===== src/rtl/mode_counter.sv =====
// mode_counter: up/down event/timebase counter with programmable bounds,
// step size and prescaler. Wraps to the opposite bound or saturates at the
// bound. Reports boundary events and processed ticks as one-cycle
// registered pulses.
module mode_counter #(
    parameter int WIDTH          = 8,
    parameter int MIN_COUNT      = 0,
    parameter int MAX_COUNT      = 255,
    parameter int STEP_WIDTH     = 4,
    parameter int PRESCALE_WIDTH = 8
) (
    input  logic                      clk,
    input  logic                      reset,
    input  logic                      enable,
    input  logic                      load,
    input  logic [WIDTH-1:0]          load_value,
    input  logic                      dir,
    input  logic                      saturate,
    input  logic [STEP_WIDTH-1:0]     step,
    input  logic [PRESCALE_WIDTH-1:0] prescale,
    output logic [WIDTH-1:0]          count,
    output logic                      overflow,
    output logic                      underflow,
    output logic                      tick,
    output logic                      terminal
);

    // Sum width is wide enough that count +/- step never wraps, and the
    // extra top bit keeps a down-count below zero negative.
    localparam int SW = WIDTH + STEP_WIDTH + 1;

    localparam logic [WIDTH-1:0]     MIN_V = WIDTH'(MIN_COUNT);
    localparam logic [WIDTH-1:0]     MAX_V = WIDTH'(MAX_COUNT);
    localparam logic signed [SW-1:0] MIN_S = SW'(MIN_COUNT);
    localparam logic signed [SW-1:0] MAX_S = SW'(MAX_COUNT);

    logic [PRESCALE_WIDTH-1:0] pre_cnt;
    logic [PRESCALE_WIDTH-1:0] next_pre;
    logic [WIDTH-1:0]          next_count;
    logic                      next_overflow;
    logic                      next_underflow;
    logic                      next_tick;

    logic signed [SW-1:0] count_ext;
    logic signed [SW-1:0] step_ext;
    logic signed [SW-1:0] load_ext;
    logic signed [SW-1:0] sum;
    logic                 pre_hit;

    // Next-state logic: load beats enable; a prescaler tick applies the step
    // and resolves wrap/saturate at the bounds.
    always_comb begin
        count_ext      = $signed({{(STEP_WIDTH + 1){1'b0}}, count});
        step_ext       = $signed({{(WIDTH + 1){1'b0}}, step});
        load_ext       = $signed({{(STEP_WIDTH + 1){1'b0}}, load_value});
        sum            = dir ? (count_ext + step_ext) : (count_ext - step_ext);
        // >= rather than == so a prescale value shrunk below pre_cnt still
        // produces a tick instead of running pre_cnt all the way around.
        pre_hit        = (pre_cnt >= prescale);

        next_count     = count;
        next_pre       = pre_cnt;
        next_overflow  = 1'b0;
        next_underflow = 1'b0;
        next_tick      = 1'b0;

        if (load) begin
            next_pre = '0;
            if (load_ext < MIN_S) begin
                next_count = MIN_V;
            end else if (load_ext > MAX_S) begin
                next_count = MAX_V;
            end else begin
                next_count = load_value;
            end
        end else if (enable) begin
            if (pre_hit) begin
                next_pre  = '0;
                next_tick = 1'b1;
                if (dir && (sum > MAX_S)) begin
                    next_overflow = 1'b1;
                    next_count    = saturate ? MAX_V : MIN_V;
                end else if (!dir && (sum < MIN_S)) begin
                    next_underflow = 1'b1;
                    next_count     = saturate ? MIN_V : MAX_V;
                end else begin
                    next_count = sum[WIDTH-1:0];
                end
            end else begin
                next_pre = pre_cnt + PRESCALE_WIDTH'(1);
            end
        end
    end

    // State register; reset discards any pending prescale or pulse state.
    always_ff @(posedge clk) begin
        if (reset) begin
            count     <= MIN_V;
            pre_cnt   <= '0;
            overflow  <= 1'b0;
            underflow <= 1'b0;
            tick      <= 1'b0;
        end else begin
            count     <= next_count;
            pre_cnt   <= next_pre;
            overflow  <= next_overflow;
            underflow <= next_underflow;
            tick      <= next_tick;
        end
    end

    // Terminal flags the bound the counter is currently heading toward.
    assign terminal = dir ? (count == MAX_V) : (count == MIN_V);

endmodule


===== config.mk =====
export PLATFORM = sky130hd
export DESIGN_NAME = mode_counter
export DESIGN_NICKNAME = d
export VERILOG_FILES = /design/src/rtl/mode_counter.sv
export SDC_FILE = /design/constraint.sdc
export NUM_CORES = 1
export LEC_CHECK = 0
export BUFFER_PORTS_ARGS = -buffer_cell sky130_fd_sc_hd__buf_4
export CAP_MARGIN = 10
export CORE_MARGIN = 1
export CORE_UTILIZATION = 41
export DETAILED_ROUTE_END_ITERATION = 8
export GPL_TIMING_DRIVEN = 1
export PLACE_DENSITY = 0.68
export SKIP_LAST_GASP = 1
export SLEW_MARGIN = 0
export SYNTH_ARGS = -nofsm -noshare
export SYNTH_HDL_FRONTEND = slang
export SYNTH_SLANG_ARGS = --single-unit

===== constraint.sdc =====
create_clock -name clk -period 2.6 [get_ports clk]
set_clock_uncertainty 0.2 [all_clocks]
set_input_delay 0.52 -clock clk [delete_from_list [all_inputs] [get_ports clk]]
set_output_delay 0.52 -clock clk [all_outputs]
set_load 0.01 [all_outputs]

## Word-level counts from Yosys, hierarchy flattened

Index checks and enable logic that the tools add are counted.

| word-level totals | value |
|---|---|
| bits in registers | 19 |
| bits in latches | 0 |
| bits in writable memories | 0 |
| ROM bits | 0 |
| bits of input ports | 26 |
| output and inout bits | 12 |
| word-level logic and storage cells | 38 |
| memories | 0 |

| operators by class | value |
|---|---|
| $add $sub $neg | 3 |
| multiply operators | 0 |
| div/mod/pow operators | 0 |
| magnitude comparators | 3 |
| equality and inequality tests | 1 |
| shift-type cells | 0 |
| multiplexer cells | 13 |
| bitwise logic cells | 2 |
| reduce and logical (&&, ||, !) cells | 11 |

Operator list:

| cell | count |
|---|---|
| two-way mux 8 bit | 8 |
| greater-than comparator 13 x 9 -> 1 bit, second input constant | 1 |
| less-than comparator 13 x 1 -> 1 bit, second input constant | 1 |
| two-way mux 13 bit | 1 |
| adder 8 x 4 -> 9 bit | 1 |
| subtractor 8 x 4 -> 9 bit | 1 |
| adder 8 x 1 -> 8 bit, second input constant | 1 |
| equality test 8 bit, second input constant | 1 |
| greater-or-equal comparator 8 bit | 1 |
| logical NOT 8 bit | 1 |
| OR reduction 5 bit | 1 |
| two-way mux 1 bit | 4 |
| nonzero test 2 bit | 2 |
| OR reduction 4 bit | 1 |
| OR reduction 3 bit | 1 |
| logical AND 1 bit | 2 |
| inverter 1 bit | 2 |
| AND reduction 2 bit | 1 |
| OR reduction 2 bit | 1 |
| logical NOT 1 bit | 1 |

## Logic depth before layout (Yosys ltp)

| depth | value |
|---|---|
| depth in word-level cells | 9 |
| gate-level depth with buffers | 10 |
| mapped depth without buffers | 10 |

## Least setup slack after synthesis

OpenSTA, ideal clock, no wires.

| timing | value |
|---|---|
| path type | input-to-reg |
| start | input step[0] |
| end | register count[6] |
| setup time | 126 ps |
| arrival | 2430 ps |
| required time | 2274 ps |
| path slack | -156 ps |
| stages | 8 |
| path buffers | 0 |
| cells stage by stage | ha_1 fa_1 nor3b_1 o311ai_4 mux2i_4 or2b_2 a211oi_1 a21oi_2 |

| between the ends | value |
|---|---|
| cells in the longest elaborated chain, start to end | 9 |
| elaborated cells on any way between the ends | 12 |
| classes of those cells | add/sub: 2; order compare: 2; mux: 6; reduce/logical: 2 |

RTL lines:

| what | RTL line | RTL |
|---|---|---|
| start: declaration | 19 | `input logic [STEP_WIDTH-1:0] step,` |
| subtractor 8 x 4 -> 9 bit / adder 8 x 4 -> 9 bit (equally long branches) | 56 | `sum = dir ? (count_ext + step_ext) : (count_ext - step_ext);` |
| two-way mux 13 bit (*) | 56 |  |
| less-than comparator 13 x 1 -> 1 bit | 83 | `end else if (!dir && (sum < MIN_S)) begin` |
| logical AND 1 bit | 83 |  |
| two-way mux 8 bit | 83 |  |
| two-way mux 8 bit (*) | 80 | `if (dir && (sum > MAX_S)) begin` |
| two-way mux 8 bit (*) | 77 | `if (pre_hit) begin` |
| two-way mux 8 bit (*) | 76 | `end else if (enable) begin` |
| two-way mux 8 bit (*) | 67 | `if (load) begin` |
| end signal: assignment | 104 | `count <= next_count;` |
| end: declaration | 21 | `output logic [WIDTH-1:0] count,` |

Mark *: on every way between the ends. The rest lies on a longest branch, timed or not. The select of a mux whose other input is x is not followed.
A chain may end at the register's enable or synchronous reset.

## Final worst setup path

| timing | value |
|---|---|
| start | register count[1] |
| end | output terminal |

| between the ends | value |
|---|---|
| cells in the longest elaborated chain, start to end | 2 |
| elaborated cells on any way between the ends | 3 |
| classes of those cells | eq/ne: 1; mux: 1; reduce/logical: 1 |

RTL lines:

| what | RTL line | RTL |
|---|---|---|
| equality test 8 bit / logical NOT 8 bit (equally long branches) | 113 | `assign terminal = dir ? (count == MAX_V) : (count == MIN_V);` |
| two-way mux 1 bit (*) | 113 |  |
| end: declaration | 25 | `output logic terminal` |

Mark *: on every way between the ends. The rest lies on a longest branch, timed or not.

==> flow_summary.yaml <==
clock_network:
  tritoncts: "built"
  clk_pin_slew_ns: 0.07
  ctsHoldBuffers: 0
  cts_buffers: 3
  clock_latency_ns: 0.26
  clkSinkCount: 19
  cts_max_path_buffers: 2
  clock_tree.root_cell: "clkbuf_8"
  htree_levels: 1
setup_path:
  cp_data_required_time_ns: 1.88
  r2r_start: "count[0]"
  path_class: "flop to output port"
  slowest_stage: "or4_1"
  cp_common_cell: "buf_4"
  regToRegEndpoint: "count[2]"
  crit_chain: "buf_4 -> or4_1 -> or3_1 -> o31ai_1 -> buf_4"
  crit_path_start_kind: "flop"
  regToRegSetupSlack_ns: 0.05
  path_max_fanout: 6
  endpoint_kind: "output port"
  reg2reg_depth: 10
  arrival_ns: 1.89
  worst_path_largest_cell_delay_ns: 0.52
logic_synthesis:
  synth_compound_area_frac: 0.2359
  ys_ff_latch: 19
  synth_top_area_share: 0.2314
  yosys.area_share.simple: 0.2062
  seq_area_frac_synth: 0.2314
  synth_cell_types: 55
  ys.flop_type: "dfxtp_1"
  muxShareOfSynthArea: 0.04642
  synth_fp_nets: 240
  synth-adder-area-share: 0.1613
  syn_inst: 194
  synth-edff-count: 0
  async_reset_ff_frac: 0
  synthXorXnorAreaFrac: 0.05327
  syn_area_um2: 1644
  syn_area_per_cell_um2: 8.475
  yosysTopAreaCell: "dfxtp_1"
  synth_top_family_by_area: "compound AO/OA/AOI/OAI gates"
  synth_area_leaders: "dfxtp_1, ha_1, inv_1, nor2_1, xnor2_1"
  yosys_warnings: 0
hold_path:
  min_to: "count[1]"
  hp-start: "reset"
  worstHoldPathType: "primary input to flop"
  min_path_cells: 2
detailed_routing:
  drc: 0
  dr.pass1.iters: 4
  drt_wl_total_um: 4119
  met3_length_um: 210
  vias: 1608
  top_layer: "met4"
  wl_met1_um: 2115
  routedWlPerCell_um: 13.73
  wl_met2_um: 1768
  routed_via_density: 5.360
  ant_nets: 0
  drt_iter0_markers: 130
place:
  dp_cells: 292
  io_buffers: 37
  placed_cell_area_um2: 2125
  place.gp.congestion: 0.8450
  hpwlAfterDp_um: 3297
  pre_cts_ws_ns: -0.2394
timing:
  hold_slack_ns: 0.2912
  rsz0062_at_grt: "true"
  finalSetupTns_ns: -0.009747
  tightest_slew_ns: 0.4384
  period_needed_ns: 2.610
  max_freq_mhz: 383.2
  hold_viol: 0
  fin_ws_ns: -0.009747
  drv_slew: 0
  finalCritPeriodShare: 1.004
  maxSlewHeadroom: 0.7071
  finalSetupViolCount: 1
final_layout:
  fill_cells: 351
  most-common-layout-cells: "buf_4, inv_1, ha_1, dfxtp_1, nor2_1"
  design_area_um2: 2228
  drive_gt1_frac: 0.3373
  seq_area_um2: 385.4
  multi_input_area_um2: 1201
  synthToLayoutAreaGrowth_pct: 35.54
  finalNetCount: 299
  layout_commonest_cell: "buf_4"
  fin_cells: 300
  antennaDiodeCount: 0
floorplanning:
  initial_core_util: 0.4392
  die_w_um: 65.33
  boundaryPins: 38
  die_y_um: 65.33
  floorplan.rows: 22
  coreArea_um2: 3744
  die_area_um2: 4267
grt:
  grt_pass1_wl_um: 6541
  gr-total-overflow: 0
  antenna_found_initial: 0
  grt_max_degree: 13
  first_global_vias: 1362
  grt_usage: 0.1979
status:
  violations: "setup timing"
  status: "finished with violations"
flow_run:
  maxCapViolations: 0
power:
  irDropWorstVdd_v: 0.0003175
  pwr_density_cell_nw_per_um2: 351.3
  p_leak_uw: 0.001033
synth_stat cells, types with 4 or more instances:
master,instances
inv_1,21
dfxtp_1,19
ha_1,18
nor2_1,15
a21oi_1,10
nand2_1,9
nand4_1,6
xnor2_1,6
clkbuf_1,5
a211oi_1,4
a21o_1,4
a31oi_1,4
mux2i_1,4
nor2b_1,4
o21ai_0,4
or3_1,4
xor2_1,4
cells by family (layout without fill, tap and decap cells):
logic type	Yosys count	after routing
AND/OR/NAND/NOR	60	60
AO/OA/AOI/OAI	51	51
buffers and inverters	28	86
adder cells (fa/ha/maj)	20	20
flip-flops	19	19
XOR/XNOR	10	10
multiplexers	6	6
worst max-delay path by stage:
stage / startpoint / to / slack [ns] / cells past startpoint
after floorplan: step[0] / count[7] / 0.03 / 8
after global routing: count[0] / count[4] / -0.05 / 10
after CTS: count[1] / terminal / -0.0001 / 5
final: count[1] / terminal / -0.01 / 5
after global placement: step[0] / count[7] / -0.17 / 10
after detailed placement: step[0] / count[7] / -0.24 / 10
per-stage QoR:
stage          total power (uW)  utilization
2_1_floorplan             459.2            -
3_3_place_gp              564.5       0.5675
3_5_place_dp              566.4       0.5675
4_1_cts                   777.9       0.5822
5_1_grt                   828.4       0.5953
6_report                  782.8       0.5953
state kept, by name (all words and copies together) (netlist names):
signal and count:
count 8, pre_cnt 8, overflow 1, tick 1, underflow 1
layer usage:
layer	vias to the layer above	global-route usage
met3	4	0.03299
met4	0	0.04076
li1	825	-
met5	-	0
met2	46	0.2861
met1	733	0.3025
cell type report:
type | count | share of cell area
flip-flops and latches | 19 | 0.1729
clock buffers | 4 | 0.02021
multi-input cells | 147 | 0.5390
repair buffers | 61 | 0.2055
well taps | 48 | 0.02695
inverters | 21 | 0.03537
timing repair:
item | 4_1_cts | 5_1_grt
endpoints found under the setup margin | 3 | 8
cloned | 0 | 0
pin swaps | 0 | 6
setup buffers | 0 | 4
resized for setup | 2 | 7
where the power goes:
group / internal, uW / leakage, uW / switching, uW
Combinational: 136 / 0.000854 / 123
Sequential: 300 / 0.000156 / 13.4
Clock: 109 / 0.0000228 / 101
critical path, delay by kind of cell, from the launching register on:
kind            cells  cell delay (ns)
simple gates        2             0.85
buf+inv             2             0.32
flops               1             0.38
compound gates      1             0.08
Power figures use the tool's default switching activity.
